## src/rtl/issue_replay_buffer_pkg.sv

```systemverilog
// Shared types and constants for the issue replay buffer: the ID/EX packet
// layout, the NOP packet shown on empty ways, and the rollback encoding.
package issue_replay_buffer_pkg;

  localparam int WAYS = 2;

  localparam logic [31:0] NOP_INST = 32'h0000_0013;
  localparam logic [4:0]  ZERO_REG = 5'd0;

  typedef struct packed {
    logic        valid;
    logic [31:0] inst;
    logic [4:0]  dest_reg_idx;
    logic        rd_mem;
    logic        wr_mem;
  } id_ex_packet_t;

  localparam id_ex_packet_t NOP_PACKET = '{
    valid:        1'b0,
    inst:         NOP_INST,
    dest_reg_idx: ZERO_REG,
    rd_mem:       1'b0,
    wr_mem:       1'b0
  };

  typedef enum logic [1:0] {
    RB_NONE = 2'd0,
    RB_WAY1 = 2'd1,
    RB_BOTH = 2'd2
  } rollback_t;

endpackage

```

## src/rtl/issue_replay_buffer_if.sv

```systemverilog
// Decoder-side and hazard-unit-side signals of the issue replay buffer.
// The buffer takes the slave modport; whoever drives decode/rollback takes master.
interface issue_replay_buffer_if #(
  parameter int DEPTH = 4
);
  import issue_replay_buffer_pkg::*;

  localparam int CNT_W = $clog2(DEPTH) + 1;

  logic                 squash;
  id_ex_packet_t        in_packet_0;
  id_ex_packet_t        in_packet_1;
  logic                 in_ready;
  logic [1:0]           rollback;
  id_ex_packet_t        id_packet_0;
  id_ex_packet_t        id_packet_1;
  logic [CNT_W-1:0]     occupancy;

  modport master (
    output squash, in_packet_0, in_packet_1, rollback,
    input  in_ready, id_packet_0, id_packet_1, occupancy
  );

  modport slave (
    input  squash, in_packet_0, in_packet_1, rollback,
    output in_ready, id_packet_0, id_packet_1, occupancy
  );

endinterface

```

## src/rtl/issue_replay_buffer_issue_count.sv

```systemverilog
// replay_issue_count: how many of the presented packets leave the buffer this
// cycle, given the held entry count and the hazard unit's rollback answer.
module replay_issue_count
  import issue_replay_buffer_pkg::*;
#(
  parameter int CNT_W = 3
) (
  input  logic [CNT_W-1:0] count_i,
  input  logic [1:0]       rollback_i,
  output logic [1:0]       deq_o
);

  logic [1:0] avail;

  always_comb begin
    // NOTE: every combinational output gets a default first, so no path leaves it unassigned and no latch is inferred.
    avail = (count_i >= CNT_W'(2)) ? 2'd2 : count_i[1:0];
    deq_o = 2'd0;
    case (rollback_i)
      RB_NONE: deq_o = avail;
      RB_WAY1: deq_o = (avail != 2'd0) ? 2'd1 : 2'd0;
      default: deq_o = 2'd0;  // RB_BOTH, and the illegal encoding 3
    endcase
  end

endmodule

```

## src/rtl/issue_replay_buffer.sv

```systemverilog
// 2-in/2-out in-order replay queue between decode and hazard detection.
// Optional performance counters are enabled by defining REPLAY_PERF_CNT_EN.
module issue_replay_buffer
  import issue_replay_buffer_pkg::*;
#(
  parameter int DEPTH = 4
) (
  input  logic                  clock,
  input  logic                  reset_n,
  issue_replay_buffer_if.slave  bus
`ifdef REPLAY_PERF_CNT_EN
  ,
  output logic [31:0]           rollback_cycles,
  output logic [31:0]           full_stall_cycles
`endif
);

  localparam int PTR_W = $clog2(DEPTH);
  localparam int CNT_W = $clog2(DEPTH) + 1;

  id_ex_packet_t    mem_q [DEPTH];
  logic [PTR_W-1:0] head_q, head_d;
  logic [PTR_W-1:0] tail_q, tail_d;
  logic [CNT_W-1:0] count_q, count_d;
  logic [1:0]       enq;
  logic [1:0]       deq;
  logic             illegal_in;
  logic             in_ready;

  replay_issue_count #(.CNT_W(CNT_W)) u_issue_count (
    .count_i    (count_q),
    .rollback_i (bus.rollback),
    .deq_o      (deq)
  );

  assign in_ready   = (count_q <= CNT_W'(DEPTH - 2));
  assign illegal_in = bus.in_packet_1.valid && !bus.in_packet_0.valid;

  always_comb begin
    enq = 2'd0;
    if (in_ready && !illegal_in)
      enq = {1'b0, bus.in_packet_0.valid} + {1'b0, bus.in_packet_1.valid};
  end

  always_comb begin
    count_d = count_q + CNT_W'(enq) - CNT_W'(deq);
    head_d  = head_q + PTR_W'(deq);
    tail_d  = tail_q + PTR_W'(enq);
    if (bus.squash) begin
      count_d = '0;
      head_d  = '0;
      tail_d  = '0;
    end
  end

  always_ff @(posedge clock or negedge reset_n) begin
    if (!reset_n) begin
      head_q  <= '0;
      tail_q  <= '0;
      count_q <= '0;
    end else begin
      // NOTE: state registers use non-blocking assignment so every flop samples pre-edge values.
      head_q  <= head_d;
      tail_q  <= tail_d;
      count_q <= count_d;
    end
  end

  // NOTE: the payload array has no reset; count_q alone decides which slots are meaningful.
  always_ff @(posedge clock) begin
    if (!bus.squash && enq != 2'd0) begin
      mem_q[tail_q] <= bus.in_packet_0;
      if (enq == 2'd2)
        mem_q[tail_q + PTR_W'(1)] <= bus.in_packet_1;
    end
  end

  // Outputs depend only on registered state; unused ways read as NOP.
  assign bus.in_ready    = in_ready;
  assign bus.occupancy   = count_q;
  assign bus.id_packet_0 = (count_q >= CNT_W'(1)) ? mem_q[head_q] : NOP_PACKET;
  assign bus.id_packet_1 = (count_q >= CNT_W'(2)) ? mem_q[head_q + PTR_W'(1)] : NOP_PACKET;

`ifdef REPLAY_PERF_CNT_EN
  logic [31:0] rollback_cycles_q;
  logic [31:0] full_stall_cycles_q;

  // Cleared by reset only; squash leaves the statistics intact.
  always_ff @(posedge clock or negedge reset_n) begin
    if (!reset_n) begin
      rollback_cycles_q   <= '0;
      full_stall_cycles_q <= '0;
    end else begin
      if (bus.rollback != 2'd0 && count_q != '0 && rollback_cycles_q != '1)
        rollback_cycles_q <= rollback_cycles_q + 32'd1;
      if (!in_ready && bus.in_packet_0.valid && full_stall_cycles_q != '1)
        full_stall_cycles_q <= full_stall_cycles_q + 32'd1;
    end
  end

  assign rollback_cycles   = rollback_cycles_q;
  assign full_stall_cycles = full_stall_cycles_q;
`endif

  a_way1_needs_way0: assert property (@(posedge clock) disable iff (!reset_n)
    !illegal_in);
  a_rollback_legal: assert property (@(posedge clock) disable iff (!reset_n)
    bus.rollback != 2'd3);

endmodule

```

## src/flat_wrapper.sv

```systemverilog
// flat-port wrapper written by rule: the top's interface ports become plain ports
module issue_replay_buffer_flat import issue_replay_buffer_pkg::*;
#(
  parameter int DEPTH = 4
)
  (clock, reset_n, bus_squash, bus_in_packet_0, bus_in_packet_1, bus_rollback, bus_in_ready, bus_id_packet_0, bus_id_packet_1, bus_occupancy);
  issue_replay_buffer_if #(.DEPTH(DEPTH)) bus_i ();
  input  logic clock;
  input  logic reset_n;
  input wire logic [$bits(bus_i.squash)-1:0] bus_squash;
  input wire logic [$bits(bus_i.in_packet_0)-1:0] bus_in_packet_0;
  input wire logic [$bits(bus_i.in_packet_1)-1:0] bus_in_packet_1;
  input wire logic [$bits(bus_i.rollback)-1:0] bus_rollback;
  output wire logic [$bits(bus_i.in_ready)-1:0] bus_in_ready;
  output wire logic [$bits(bus_i.id_packet_0)-1:0] bus_id_packet_0;
  output wire logic [$bits(bus_i.id_packet_1)-1:0] bus_id_packet_1;
  output wire logic [$bits(bus_i.occupancy)-1:0] bus_occupancy;
  assign bus_i.squash = bus_squash;
  assign bus_i.in_packet_0 = bus_in_packet_0;
  assign bus_i.in_packet_1 = bus_in_packet_1;
  assign bus_i.rollback = bus_rollback;
  assign bus_in_ready = bus_i.in_ready;
  assign bus_id_packet_0 = bus_i.id_packet_0;
  assign bus_id_packet_1 = bus_i.id_packet_1;
  assign bus_occupancy = bus_i.occupancy;
  issue_replay_buffer #(.DEPTH(DEPTH)) u_core (.clock(clock), .reset_n(reset_n), .bus(bus_i));
endmodule
```

## config.mk

```make
export PLATFORM = sky130hd
export DESIGN_NAME = issue_replay_buffer_flat
export DESIGN_NICKNAME = d
export VERILOG_FILES = /design/src/rtl/issue_replay_buffer_pkg.sv /design/src/rtl/issue_replay_buffer_if.sv /design/src/rtl/issue_replay_buffer_issue_count.sv /design/src/rtl/issue_replay_buffer.sv /design/src/flat_wrapper.sv
export SDC_FILE = /design/constraint.sdc
export NUM_CORES = 1
export LEC_CHECK = 0
export CAP_MARGIN = 0
export CORE_ASPECT_RATIO = 2
export CORE_MARGIN = 3
export CORE_UTILIZATION = 58
export CTS_CLUSTER_DIAMETER = 40
export CTS_CLUSTER_SIZE = 10
export DETAILED_ROUTE_END_ITERATION = 8
export GPL_TIMING_DRIVEN = 0
export PLACE_DENSITY = 0.94
export SYNTH_ARGS = -nofsm -noshare
export SYNTH_HDL_FRONTEND = slang
export SYNTH_SLANG_ARGS = --single-unit
```

## constraint.sdc

```tcl
create_clock -name clock -period 9 [get_ports clock]
set_input_delay 1.8 -clock clock [delete_from_list [all_inputs] [get_ports clock]]
set_output_delay 1.8 -clock clock [all_outputs]
set_load 0.02 [all_outputs]
```

# Word-level counts from Yosys, hierarchy flattened
# Memory sizes are Yosys's and may differ from the RTL's.
# Index checks and enable logic that the tools add are counted.
# totals
reg_bits	7
latch_bits	0
ram_bits	160
romBits	0
out_inout_bits	84
word_cells	39
memories	1
# mem_list
name	words	width	read_ports	rd_clocked_by_memory_dff	write_ports	line_no	text
u_core.mem_q	4	40	2	0	2	issue_replay_buffer.sv:21	id_ex_packet_t mem_q [DEPTH];
# classes
addsub	7
mul	0
n_div	0
magnitude_cmp	3
n_eq_ne	2
shifts	0
mux	14
bitwise_logic	0
reduce_logical	9
# ops
operator	n
40-bit 2-to-1 mux	2
2-bit 2-to-1 mux	4
1-bit 2-to-1 mux	6
2-bit by 1-bit adder with 2-bit output, second input constant	2
2-bit adder	2
2-bit case mux with 2 select lines	1
2-bit nonzero test	2
3-bit by 2-bit adder with 3-bit output	1
3-bit by 1-bit >= comparator with 1-bit output, second input constant	1
3-bit by 2-bit >= comparator with 1-bit output, second input constant	1
3-bit by 2-bit <= comparator with 1-bit output, second input constant	1
1-bit logical AND	3
1-bit zero test	3
3-bit 2-to-1 mux	1
3-bit by 2-bit subtractor with 3-bit output	1
1-bit by 1-bit adder with 2-bit output	1
2-bit by 1-bit equality test with 1-bit output, second input constant	1
2-bit equality test, second input constant	1
2-bit zero test	1

# Longest topological paths before layout
# Gate-level depths: netlist (run 1).
# depth
depth_word	9
ltp_mapped	9

# By module
# From an unflattened synthesis (run 1), not the netlist that was laid out.
# hier_totals
hier_cells	591
hier_area_um2	9764.4
# by_module_without_submodules
module	instances	cells_each	area_per_inst_um2
issue_replay_buffer	1	586	9736.8
replay_issue_count	1	5	27.5

# Least setup slack after synthesis (run 1)
# OpenSTA, ideal clock, no wires.
# synth_path
kind	input-to-reg
start	input port bus_in_packet_0[39]
end	memory u_core.mem_q[2][0] (netlist bit), enable pin
t_arrival_ps	5515
setup_slack_ps	2987
cell_stages	5
path_buffers	0
cell_sequence	inv_1 -> ha_1 -> a211oi_2 -> or2b_1 -> a211oi_1
# synth_rtl
element	line_no	text
start, declared	flat_wrapper.sv:11	input wire logic [$bits(bus_i.in_packet_0)-1:0] bus_in_packet_0;
end, declared	issue_replay_buffer.sv:21	

# Worst setup path in the final report (run 1)
# layout_path
start	register u_core.head_q[1]
end	output port bus_id_packet_0[28]
# layout_between
elab_chain_cells	2
# layout_rtl
element	line_no	text
start, declared	issue_replay_buffer.sv:22	logic [PTR_W-1:0] head_q, head_d;
start signal, assigned	issue_replay_buffer.sv:58	head_q <= '0;
start signal, assigned	issue_replay_buffer.sv:63	head_q <= head_d;
memory read 4 x 40 bit	n/a	
40-bit 2-to-1 mux	issue_replay_buffer.sv:81	assign bus.id_packet_0 = (count_q >= CNT_W'(1)) ? mem_q[head_q] : NOP_PACKET;
end, declared	flat_wrapper.sv:15	output wire logic [$bits(bus_i.id_packet_0)-1:0] bus_id_packet_0;
# No other way between the ends.

==> results of run 1 <==
-- cells by family after synthesis --
family | count (synthesis) | share of synthesized area [%]
mux | 241 | 38.1
xor+xnor | 5 | 0.443
simple gates | 112 | 6.98
compound gates | 10 | 0.658
fa+ha+maj | 6 | 0.912
flops | 167 | 50.4
buf+inv | 50 | 2.54
-- state kept, by name (all words and copies together), names as in the netlist --
| signal | flops |
|---|---|
| u_core.bus.occupancy | 3 |
| u_core.head_q | 2 |
| u_core.mem_q | 160 |
| u_core.tail_q | 2 |
-- layer usage --
| layer | up-vias | global-route usage, % | part of all wire (%) |
|---|---|---|---|
| met5 | - | 0 | 0 |
| met4 | 0 | 17.6 | 4.9 |
| met3 | 94 | 4.36 | 5.2 |
| met2 | 334 | 53.8 | 57 |
| met1 | 3324 | 30.2 | 33 |
| li1 | 2760 | - | - |
-- worst paths after layout --
path                                                 to  slack, ps  cells after the start
max in group asynchronous              u_core.tail_q[1]       7100                      1
min in group asynchronous       u_core.bus.occupancy[0]       1640                      1
worst min-delay path                   u_core.tail_q[0]        820                      2
worst min register to register         u_core.tail_q[0]        820                      2
worst max register to register  u_core.bus.occupancy[2]       5890                      7
worst max-delay path                bus_id_packet_0[28]       4030                      6
-- tightest hold or removal path, stage by stage, from the launching register on --
cell,delay [ps]
dfrtp_1,480
ha_1,170
nor2b_1,120
-- synthesized netlist by cell type, types with 2 or more instances --
cell type,instances
fa_1,2
nand3_1,2
o21ai_0,3
buf_6,4
inv_1,5
edfxtp_1,160
nand2_1,3
nor2_1,8
dfrtp_1,7
or2_2,6
mux2_2,117
mux2_4,40
clkbuf_1,14
nand2b_1,2
buf_2,27
ha_1,4
mux2_1,3
nor2b_1,79
nor3_1,4
xnor2_1,5
mux4_2,80
a21oi_1,3
-- power by group through the flow --
stage                     sequential [mW]  clock, mW  combinational, mW
after floorplan                     0.977          0              0.824
after global placement              0.983          0               1.41
after detailed placement            0.979          0               1.47
after CTS                           0.964      0.693               1.47
after global routing                0.972      0.722               1.54
final                               0.967      0.692               1.47
-- placed cells by master, fill, tap and decap left out, types with 5 or more instances in the layout --
master and count:
inv_1 5, buf_2 27, buf_6 17, xnor2_1 5
clkbuf_1 14, mux2_2 117, clkdlybuf4s50_1 167, nor2_1 8
clkbuf_16 17, mux4_2 80, inv_6 5, nor2b_1 79
edfxtp_1 160, diode_2 5, mux2_4 40, dfrtp_1 7
or2_2 6
-- through the flow --
step	TNS (ps)	total power [mW]	cell area, µm²	utilization (%)
after global routing	0	3.23	12600	76.4
after floorplan	0	1.80	9880	-
after CTS	0	3.13	12600	76.3
after global placement	-20750	2.40	11800	71.5
final	0	3.13	12600	76.4
after detailed placement	0	2.45	12100	73.0
-- final cells by class --
class	instances	area [µm²]	area share, %
clock buffer	17	425	3.37
antenna	5	12.5	0.0991
buffer	45	233	1.84
tap	204	255	2.02
inverter	5	18.8	0.149
clock inverter	15	126	1.00
timing repair buffer	184	1890	15.0
multi-input combinational	374	4680	37.1
sequential	167	4980	39.5
==> impl_metrics.json, run 1 <==
{
  "synth_area_leaders": "edfxtp_1 (49%), mux4_2 (18%), mux2_2 (13%)",
  "grt_max_degree": 17,
  "yosysTopAreaCell": "edfxtp_1",
  "leakage_nw": 4.29,
  "critPathKind": "reg -> out",
  "synth_fp_nets": 682,
  "cts_inserted_buffers": 17,
  "setup_viol": 0,
  "initialDrtViolationCount": 414,
  "die_area_um2": 18700,
  "hold_violations": 0,
  "max_freq_mhz": 201,
  "cp_slowest_cell": "clkdlybuf4s50_1",
  "hp-start": "u_core.tail_q[0]",
  "reg2reg_from": "u_core.bus.occupancy[1]",
  "hold_class": "reg -> reg",
  "fp.dieH_um": 191,
  "tightest_slew_ps": 859,
  "rsz0062_at_grt": "false",
  "cts_max_level": 4,
  "p_int_mw": 2.01,
  "clkTransAtPathRegs_ps": 60,
  "ys.flop_type": "edfxtp_1",
  "max-cap-violations": 0,
  "post-route-period-util_pct": 55.2,
  "cts_max_path_buffers": 2,
  "slew_headroom_pct": 42.8,
  "hold_slack_ps": 816,
  "start_kind": "flip-flop",
  "nNetsFinal": 885,
  "hpwl_um": 19000,
  "grt_pass1_wl_um": 40400,
  "cts_tree": "built",
  "layoutNonFillerInstCount": 1016,
  "clock-sinks": 167,
  "area_delta_synth_final_pct": 27.7,
  "setup.worst_path.start": "u_core.head_q[1]",
  "synth_edf_count": 160,
  "syn_avg_cell_area_um2": 16.7,
  "start_util_pct": 59.8,
  "fin_ws_ps": 4030,
  "die_w_um": 98.3,
  "drt-vias-per-instance": 6.41,
  "p_seq_share_pct": 30.9,
  "grt_antenna_before_repair": 4,
  "worstPathRequired_ps": 7200,
  "worstPathArrival_ps": 3170,
  "pwr-share-clk_pct": 22.2,
  "root_buffer": "clkbuf_16",
  "netlist_instances": 591,
  "ir_drop_v": 0.000162,
  "routabilityCongestion": 0.828,
  "path_common_cell": "buf_2",
  "drive_gt1_share_pct": 40.6,
  "vias": 6512,
  "antenna_left": 0,
  "yosysWarnings": 0,
  "core_area_um2": 16500,
  "critPathBufInv": 4,
  "dp_cells": 979,
  "rows": 66,
  "end_kind": "output port",
  "grt_use_total_pct": 29.0,
  "swShare_pct": 35.6,
  "wirelength_um": 26600,
  "crit_path_cell_trace": "clkbuf_1, buf_2, buf_2, mux4_2, nor2b_1, clkdlybuf4s50_1",
  "crit_family": "buffers and inverters",
  "n_fill_cell": 1003,
  "portBuffers": 167,
  "first_pass_iters": 5,
  "grt_overflow": 0,
  "num_io_pins": 169,
  "clk_latency_ps": 440,
  "grt_pass1_vias": 7211,
  "ys_seq_elements": 167,
  "fin_crit_ps": 4970,
  "outcome": "finished clean",
  "drv_slew": 0,
  "ctsHoldBuffers": 0,
  "power_frac_comb_pct": 46.9,
  "detail_route.wl_per_cell_um": 26.2,
  "synth_top_area_share_pct": 48.6,
  "cts.repair.resized": 0,
  "syn_area_um2": 9880,
  "dp_slack_ps": 4320,
  "drc": 0,
  "critPathMaxFanout": 10,
  "p_per_area_nw_per_um2": 248,
  "postCtsSetupRepairBufs": 0,
  "switching_power_mw": 1.11,
  "ys_seq_area_share_pct": 50.4,
  "finalClockSkew_ps": 7.37,
  "crit_path_max_incr_delay_ps": 650,
  "synthDistinctLibCells": 35,
  "synthArstFlopShare_pct": 4.19
}
(Power assumes the default switching activity.)
==> run 2: changes to the inputs <==
CORE_UTILIZATION = 49   (was 58)
PLACE_DENSITY = 0.86   (was 0.94)
clock period = 4.5 ns   (was 9 ns; I/O delays follow)
==> run 2 against run 1 <==
  * Sequential share of layout area fell by 0.41 points
  * Power rose by 100%
  * Clock power rose by 110%
  * Global-route usage fell by 4.5 points
  * Combinational power rose by 100%
  * Sequential power rose by 100%
  * Cell count rose by 5.2%
  * Register-to-register slack got worse by 4500 ps
  * Clock-buffer cell count did not move
  * Largest cell class unchanged
  * Largest power group unchanged
  * Highest routed layer unchanged
==> impl_metrics.json, run 2 (synthesis gave the netlist of run 1 again) <==
{
  "postCtsSetupRepairBufs": 0,
  "p_per_area_nw_per_um2": 494,
  "outcome": "finished clean",
  "layoutNonFillerInstCount": 1069,
  "wirelength_um": 26500,
  "max-cap-violations": 0,
  "p_seq_share_pct": 30.6,
  "area_delta_synth_final_pct": 29.0,
  "rows": 72,
  "worstPathArrival_ps": 3250,
  "met1_usage_pct": 24.9,
  "tightest_slew_ps": 821,
  "p_int_mw": 4.08,
  "postLayoutCellArea_um2": 12800,
  "grt_max_degree": 17,
  "critPathKind": "reg -> out",
  "end_kind": "output port",
  "drt-vias-per-instance": 6.02,
  "die_w_um": 106,
  "final_common_cell": "clkdlybuf4s50_1",
  "initialDrtViolationCount": 444,
  "final_cell_mix": "clkdlybuf4s50_1 (167), edfxtp_1 (160), mux2_2 (117), mux4_2 (80), nor2b_1 (79)",
  "cts_max_path_buffers": 2,
  "leakage_nw": 4.30,
  "clock-sinks": 167,
  "hold_class": "in -> async",
  "n_fill_cell": 1378,
  "ctsHoldBuffers": 0,
  "hpwl_um": 19600,
  "antenna_left": 0,
  "pwr-share-clk_pct": 22.7,
  "start_kind": "flip-flop",
  "start_util_pct": 50.6,
  "critPathMaxFanout": 10,
  "dp_cells": 1033,
  "cts_inserted_buffers": 17,
  "cts_tree": "built",
  "portBuffers": 167,
  "detail_route.wl_per_cell_um": 24.8,
  "cts.repair.resized": 0,
  "nNetsFinal": 884,
  "met3_usage_pct": 3.80,
  "num_io_pins": 169,
  "grt_pass1_wl_um": 40300,
  "post-route-period-util_pct": 92.3,
  "slew_headroom_pct": 45.3,
  "grt_use_total_pct": 24.6,
  "use_met2_pct": 47.5,
  "clkTransAtPathRegs_ps": 60,
  "worstPathRequired_ps": 3600,
  "hold_slack_ps": 742,
  "switching_power_mw": 2.22,
  "vias": 6440,
  "first_pass_iters": 4,
  "grt_overflow": 0,
  "grt_antenna_before_repair": 4,
  "swShare_pct": 35.3,
  "ir_drop_v": 0.000307,
  "hold_violations": 0,
  "fp.dieH_um": 207,
  "finalClockSkew_ps": 8.90,
  "routabilityCongestion": 0.803,
  "drc": 0,
  "drv_slew": 0,
  "root_buffer": "clkbuf_16",
  "fin_crit_ps": 4150,
  "cts_max_level": 4,
  "top_usage_layer": "met2",
  "clk_latency_ps": 440,
  "grt_pass1_vias": 7276,
  "core_area_um2": 19500,
  "placed_cell_area_um2": 12200,
  "setup_viol": 0,
  "max_freq_mhz": 241,
  "rsz0062_at_grt": "false",
  "largest_register": "u_core.mem_q",
  "drive_gt1_share_pct": 40.6,
  "power_frac_comb_pct": 46.7,
  "die_area_um2": 22000,
  "largest_reg_flops": 160
}
[run 2: cell type report]
type | instances | area, µm² | area share, %
tap | 259 | 324 | 2.54
sequential | 167 | 4980 | 39.1
buffer | 45 | 233 | 1.82
antenna | 4 | 10.0 | 0.0785
timing repair buffer | 183 | 1920 | 15.1
clock buffer | 17 | 425 | 3.34
multi-input combinational | 374 | 4690 | 36.7
inverter | 5 | 18.8 | 0.147
clock inverter | 15 | 151 | 1.19
[run 2: worst paths after layout]
path	endpoint	cells past startpoint	slack, ps	start
setup / recovery	bus_id_packet_1[31]	6	350	u_core.head_q[0]
hold / removal	u_core.tail_q[1]	1	740	reset_n
setup reg to reg	u_core.bus.occupancy[2]	7	1380	u_core.bus.occupancy[2]
hold reg to reg	u_core.tail_q[0]	2	820	u_core.tail_q[0]
max in group asynchronous	u_core.tail_q[0]	1	3490	reset_n
min in group clock	u_core.tail_q[0]	2	820	u_core.tail_q[0]
[run 2: worst max-delay path: stages, from the launching register on]
cell and delay, ps:
dfrtp_1 330, buf_2 300, clkbuf_1 610, buf_2 450
mux4_2 250, nor2b_1 220, clkdlybuf4s50_1 650
[run 2: layer usage]
layer	wire length (µm)	vias up
met5	0	-
met4	938	0
met3	1490	69
met2	15500	295
met1	8580	3306
li1	-	2770
[run 2: power groups by stage]
stage	logic [mW]	clock network (mW)	registers (mW)
6_report	2.94	1.43	1.93
5_1_grt	3.11	1.50	1.94
4_1_cts	2.98	1.44	1.93
3_5_place_dp	2.96	0	1.96
3_3_place_gp	2.85	0	1.96
2_1_floorplan	1.65	0	1.95
[run 2: metrics by stage]
step	setup TNS, ps	setup WS [ps]	utilization [%]	power, mW
after floorplan	-33750	-425	-	3.60
after global placement	-389540	-3580	60.8	4.81
after detailed placement	0	607	62.2	4.92
after CTS	0	352	65.2	6.34
after global routing	0	288	65.2	6.55
final	0	349	65.2	6.30
==> run 3: changes to the inputs <==
ABC_CLOCK_PERIOD_IN_PS = 4500   (was not set)
==> results of run 3 <==
Final layout, timing and power as in run 2 (identical DEF).
